==> src/rtl/fetch_icache.sv <==
// rtl/fetch_icache.sv - instruction fetch PC register with a direct-mapped, line-refill instruction cache
//
// Ports:
//   clk, reset            clock, asynchronous active-low reset
//   enable                advance PCF when the fetched instruction is valid
//   PCSrcE, JALRinstrE    redirect request and target select (ALUResultE vs PCTargetE)
//   ALUResultE, PCTargetE redirect targets
//   flush                 invalidate every cached line
//   mem_req/mem_addr      refill beat request and its word address (held until mem_ack)
//   mem_ack/mem_rdata     beat accepted and its data
//   instrF/instr_valid    instruction at PCF and its qualifier
//   PCF/PCPlus4F          fetch PC and PC+4
//   hit_count/miss_count  free-running wrapping lookup statistics
module fetch_icache #(
    parameter int                    DATA_WIDTH = 32,
    parameter int                    SETS       = 16,
    parameter int                    LINE_WORDS = 4,
    parameter logic [DATA_WIDTH-1:0] RESET_PC   = '0
) (
    input  logic                  clk,
    input  logic                  reset,
    input  logic                  enable,
    input  logic                  PCSrcE,
    input  logic                  JALRinstrE,
    input  logic [DATA_WIDTH-1:0] ALUResultE,
    input  logic [DATA_WIDTH-1:0] PCTargetE,
    input  logic                  flush,
    output logic                  mem_req,
    output logic [DATA_WIDTH-1:0] mem_addr,
    input  logic                  mem_ack,
    input  logic [DATA_WIDTH-1:0] mem_rdata,
    output logic [DATA_WIDTH-1:0] instrF,
    output logic                  instr_valid,
    output logic [DATA_WIDTH-1:0] PCF,
    output logic [DATA_WIDTH-1:0] PCPlus4F,
    output logic [31:0]           hit_count,
    output logic [31:0]           miss_count
);

    localparam int OFF_W   = $clog2(LINE_WORDS);
    localparam int BEAT_W  = (OFF_W > 0) ? OFF_W : 1;
    localparam int IDX_W   = $clog2(SETS);
    localparam int IDX_LSB = 2 + OFF_W;
    localparam int TAG_LSB = IDX_LSB + IDX_W;
    localparam int TAG_W   = DATA_WIDTH - TAG_LSB;

    typedef enum logic {LOOKUP, REFILL} state_t;

    state_t                  state_q, state_d;
    logic [DATA_WIDTH-1:0]   pc_q, next_pc;
    logic [DATA_WIDTH-1:0]   base_q;
    logic [BEAT_W-1:0]       beat_q;
    logic                    poison_q;
    logic [SETS-1:0]         valid_q;
    logic [31:0]             hit_cnt_q, miss_cnt_q;
    logic [TAG_W-1:0]        tag_q  [SETS];
    logic [DATA_WIDTH-1:0]   data_q [SETS][LINE_WORDS];

    logic [IDX_W-1:0]        idx, refill_idx;
    logic [TAG_W-1:0]        tag, refill_tag;
    logic [BEAT_W-1:0]       off;
    logic                    hit, last_beat, refill_done, pc_load;
    logic [DATA_WIDTH-1:0]   line_mask;

    assign idx        = pc_q[IDX_LSB +: IDX_W];
    assign tag        = pc_q[TAG_LSB +: TAG_W];
    assign refill_idx = base_q[IDX_LSB +: IDX_W];
    assign refill_tag = base_q[TAG_LSB +: TAG_W];
    assign line_mask  = DATA_WIDTH'(LINE_WORDS * 4 - 1);

    generate
        if (OFF_W > 0) begin : g_off
            assign off = pc_q[2 +: BEAT_W];
        end else begin : g_no_off
            assign off = '0;
        end
    endgenerate

    assign hit         = (state_q == LOOKUP) && valid_q[idx] && (tag_q[idx] == tag);
    assign instr_valid = hit;
    assign instrF      = hit ? data_q[idx][off] : '0;

    // Beat address only moves on an ack, so request and address are stable while memory stalls.
    assign mem_req     = (state_q == REFILL);
    assign mem_addr    = base_q + (DATA_WIDTH'(beat_q) << 2);
    assign last_beat   = (beat_q == BEAT_W'(LINE_WORDS - 1));
    assign refill_done = (state_q == REFILL) && mem_ack && last_beat;

    assign next_pc  = PCSrcE ? (JALRinstrE ? {ALUResultE[DATA_WIDTH-1:1], 1'b0} : PCTargetE)
                             : pc_q + DATA_WIDTH'(4);
    assign pc_load  = PCSrcE || (enable && hit);
    assign PCF      = pc_q;
    assign PCPlus4F = pc_q + DATA_WIDTH'(4);

    assign hit_count  = hit_cnt_q;
    assign miss_count = miss_cnt_q;

    always_comb begin
        state_d = state_q;
        case (state_q)
            LOOKUP: if (!hit)       state_d = REFILL;
            REFILL: if (refill_done) state_d = LOOKUP;
            default:                state_d = LOOKUP;
        endcase
    end

    always_ff @(posedge clk or negedge reset) begin
        if (!reset) begin
            state_q    <= LOOKUP;
            pc_q       <= RESET_PC;
            base_q     <= '0;
            beat_q     <= '0;
            poison_q   <= 1'b0;
            valid_q    <= '0;
            hit_cnt_q  <= '0;
            miss_cnt_q <= '0;
        end else begin
            state_q <= state_d;
            if (pc_load) pc_q <= next_pc;
            if (hit && enable) hit_cnt_q <= hit_cnt_q + 32'd1;
            if (state_q == LOOKUP && !hit) begin
                base_q     <= pc_q & ~line_mask;
                beat_q     <= '0;
                poison_q   <= 1'b0;
                miss_cnt_q <= miss_cnt_q + 32'd1;
            end
            if (state_q == REFILL) begin
                if (mem_ack) beat_q <= beat_q + BEAT_W'(1);
                // A flush seen mid-refill means the incoming line may be stale; never mark it valid.
                if (flush) poison_q <= 1'b1;
            end
            if (flush) begin
                valid_q <= '0;
            end else if (refill_done && !poison_q) begin
                valid_q[refill_idx] <= 1'b1;
            end
        end
    end

    // Tag/data storage carries no reset; validity alone qualifies its contents.
    always_ff @(posedge clk) begin
        if (state_q == REFILL && mem_ack) begin
            data_q[refill_idx][beat_q] <= mem_rdata;
            if (last_beat) tag_q[refill_idx] <= refill_tag;
        end
    end

endmodule

==> config.mk <==
export PLATFORM = sky130hd
export DESIGN_NAME = fetch_icache
export DESIGN_NICKNAME = d
export VERILOG_FILES = /design/src/rtl/fetch_icache.sv
export SDC_FILE = /design/constraint.sdc
export NUM_CORES = 2
export LEC_CHECK = 0
export BUFFER_PORTS_ARGS = -buffer_cell sky130_fd_sc_hd__buf_2
export CAP_MARGIN = 25
export CORE_ASPECT_RATIO = 1.75
export CORE_MARGIN = 2
export CORE_UTILIZATION = 40
export DETAILED_ROUTE_END_ITERATION = 6
export PLACE_DENSITY_LB_ADDON = 0.05
export SYNTH_ARGS = -nofsm -noshare
export SYNTH_HDL_FRONTEND = slang
export SYNTH_SLANG_ARGS = --single-unit
==> constraint.sdc <==
create_clock -name clk -period 7.8 [get_ports clk]
set_input_delay 0.39 -clock clk [delete_from_list [all_inputs] [get_ports clk]]
set_output_delay 0.39 -clock clk [all_outputs]
set_load 0.005 [all_outputs]
==> metrics.md <==
| Metric | Value |
|---|---|
| Switch share | `24.7%` |
| IO Pins | `297` |
| Yosys Warn Count | `0` |
| Worst-margin pin slew | `1060 ps` |
| Grt total ovfl | `0` |
| Leak | `37.3 nW` |
| Final WS setup | `787 ps` |
| Root Driver | `clkbuf_16` |
| Total Routing Usage GR | `22.6%` |
| Placed Instances | `7959` |
| Crit Path Class | `register to output pin` |
| Fmax | `143 MHz` |
| Peak supply drop | `0.000178 V` |
| Flop pwr share | `51.6%` |
| Async set-reset flop share out of synthesis | `5.59%` |
| Via count | `48100` |
| RSZ-0062 raised after global routing | `false` |
| Worst Hold Margin | `26.4 ps` |
| Final Skew | `43.3 ps` |
| Final setup violation count | `0` |
| Final Hold Viols | `0` |
| Type of destination of the critical path | `output pin` |
| Met2 WL | `154000 um` |
| Number of remaining DRC errors | `0` |
| Sink Count | `2576` |
| Pins Over Slew Limit | `0` |
| Via density | `5.65` |
| Clock power share | `37.4%` |
| Largest net degree at the start of global routing | `106` |
| Crit path time final | `7010 ps` |
| Initial Util | `40.2%` |
| Final worst-path cycle share | `89.9%` |
| Run status | `complete, no violations` |
| Syn avg cell area | `22.5 um2` |
| RD Place Congestion | `0.762` |
| P&R area growth vs syn | `15.5%` |
| Net switching power | `7.87 mW` |
| Share of layout cells above drive strength 1 | `33.2%` |
| Die Height | `667 um` |
| First-pass GRT wire length | `404000 um` |
| Pint | `24.0 mW` |
| Core area | `0.250 mm2` |
| Comb power frac | `11.0%` |
| Pwr per Cell Area | `275 mW/mm2` |
| Detailed Place HPWL | `161000 um` |
| Cell Rows | `243` |
| Port bufs | `293` |
| Final instance area | `0.116 mm2` |
| Mapped Cells | `4465` |
| Layout Utilization | `46.4%` |
| Hold Crit Class | `input pin to register` |
| Synth unique cells | `59` |
| DR pass1 iterations | `5` |
| Total Wirelength | `289000 um` |
| Layout Nets | `5114` |
| Worst path required time | `7410 ps` |
| Die width | `383 um` |
| Max-slew headroom | `28.8%` |
| H-tree Lvls | `4` |
| Top Metal Used | `met4` |
| Post-CTS Setup Inserts | `0` |
| Bufs on Longest Clock Path | `4` |
| Setup WS pre-CTS | `1600 ps` |
| Setup TNS Final | `0 ps` |
| 1st-iter DRT viols | `3726` |
| Initial antenna violation count | `10` |
| Final Non-Filler Cells | `8518` |
| Max Cap Viol | `0` |
| Placed cell area | `0.107 mm2` |
| Met3 Wirelength | `11300 um` |
| EDFF count, synth | `2432` |
| Num CTS Buffers | `243` |
| Sequential fraction of the synthesis area | `76.3%` |
| Vias in the first global route | `50700` |
| Antenna viol nets, final | `0` |
| CTS tree | `built` |
| Avg WL per Cell | `33.9 um` |
| Pwr Total | `31.9 mW` |
| CP startpoint kind | `register` |
| CP Max Fanout | `51` |
| Reg clk slew, reported paths | `70 ps` |
| Die area | `0.255 mm2` |
| Flops & latches, synth | `2576` |
| Synth Flop Type | `edfxtp_1` |
| Crit path DAT | `6620 ps` |
| Cell Area, Synth | `0.100 mm2` |
| Met1 WL | `117000 um` |
| Skew-Pair Late Insertion Delay | `900 ps` |
==> state kept, by name, indices dropped and copies added, names as in the netlist <==
register and cells:
mem_req 1, data_q 2048, tag_q 384, valid_q 16
hit_count 32, PCF 32, beat_q 2, miss_count 32
poison_q 1, base_q 28
==> cell families after synthesis <==
group                    after synthesis  share of synthesized area, %
XOR/XNOR                             139                          1.21
other                                  1                       0.00373
buffers and inverters                280                          1.24
multiplexers                         854                          17.9
AO/OA/AOI/OAI                        133                         0.924
adder cells (fa/ha/maj)                7                        0.0872
AND/OR/NAND/NOR                      475                          2.34
flip-flops                          2576                          76.3
==> cells in the mapped netlist, drive strengths merged (2+ instances only) <==
library cell / count / area share, %
o211ai: 2 / 0.015
nand3: 42 / 0.21
nor2: 120 / 0.45
xor2: 78 / 0.68
nor2b: 10 / 0.062
and4: 8 / 0.070
mux4: 748 / 17
or3: 4 / 0.025
clkbuf: 142 / 0.53
o22ai: 2 / 0.012
a221oi: 5 / 0.050
dfrtp: 144 / 3.6
mux2i: 42 / 0.42
o221ai: 2 / 0.017
a22oi: 13 / 0.097
a211oi: 19 / 0.14
and2: 30 / 0.19
xnor2: 61 / 0.53
edfxtp: 2432 / 73
inv: 19 / 0.071
o21ai: 36 / 0.18
a21oi: 13 / 0.069
nand4: 41 / 0.27
a311oi: 18 / 0.16
buf: 119 / 0.64
a32oi: 3 / 0.026
nor4: 8 / 0.075
nand2b: 8 / 0.050
mux2: 64 / 0.72
nor3: 25 / 0.13
and3: 43 / 0.27
ha: 7 / 0.087
nand3b: 3 / 0.022
and4b: 3 / 0.030
a31oi: 10 / 0.062
nand2: 129 / 0.48
==> cells in the final DEF (no fill, tap or decap), types with 13 or more instances in the layout <==
master	instances
nand2_1	128
dlygate4sd3_1	84
buf_2	293
mux2_2	64
o21ai_0	35
clkbuf_1	46
a211oi_1	19
nor2_4	64
a22oi_1	13
nand4_1	40
inv_1	16
nor3_1	23
clkbuf_16	249
buf_4	135
mux2i_1	42
clkinv_1	47
xor2_1	78
a311oi_1	18
nor2_1	56
dfrtp_1	138
edfxtp_1	2432
and3_1	43
xnor2_1	61
nand3_1	38
bufinv_16	25
mux4_2	748
buf_12	36
and2_1	28
clkinv_2	50
==> power groups by stage <==
stage | Clock [mW] | Combinational (mW) | Sequential [mW]
floorplan | 0 | 1.98 | 16.5
global route | 12.7 | 3.72 | 16.5
detailed placement | 0 | 3.52 | 16.8
finish | 11.9 | 3.50 | 16.5
CTS | 12.3 | 3.56 | 16.5
global placement | 0 | 3.50 | 16.7
==> layer usage <==
layer / up-vias / global-route usage, %
met1: 26800 / 29.2
met4: 0 / 5.55
li1: 19800 / -
met3: 348 / 2.56
met5: - / 0
met2: 1169 / 40.8
==> path summary, 6_finish.rpt <==
check	depth (start not counted)	start	slack (ps)	end
worst max-delay path	10	PCF[5]$_DFFE_PN0P_	790	instrF[17]
worst min-delay path	1	mem_rdata[21]	30	data_q[10][85]$_DFFE_PP_
worst max register to register	10	PCF[4]$_DFFE_PN0P_	2230	base_q[16]$_DFFE_PN0P_
worst min register to register	1	hit_count[31]$_DFFE_PN0P_	460	hit_count[31]$_DFFE_PN0P_
max in group asynchronous	4	reset	6450	miss_count[19]$_DFFE_PN0P_
min in group asynchronous	2	reset	60	hit_count[6]$_DFFE_PN0P_
==> area by class of cell <==
class / count / area [um2]
diodes: 6 / 15.0
clock buffers: 300 / 6470
clock inverters: 146 / 1380
fillers: 21000 / 134000
inverters: 19 / 83.8
multi-input cells: 1610 / 23100
flip-flops and latches: 2576 / 76700
well taps: 3307 / 4140
repair buffers: 554 / 4150
==> worst max-delay path, stage by stage (launching register included) <==
cell and delay [ps]:
dfrtp_4 980, buf_4 500, mux4_2 370, mux4_2 560, xnor2_1 600, buf_4 230
nand4_1 150, a2111oi_4 450, nand2_2 590, a311oi_1 980, buf_2 250
==> timing repair <==
| action | 4_1_cts | 5_1_grt |
|---|---|---|
| endpoints found under the hold margin | 174 | 204 |
| hold buffers | 67 | 17 |
| resized for setup | 0 | 0 |
| endpoints found under the setup margin | 0 | 0 |
Note: power is estimated with default switching activity, not from simulation.
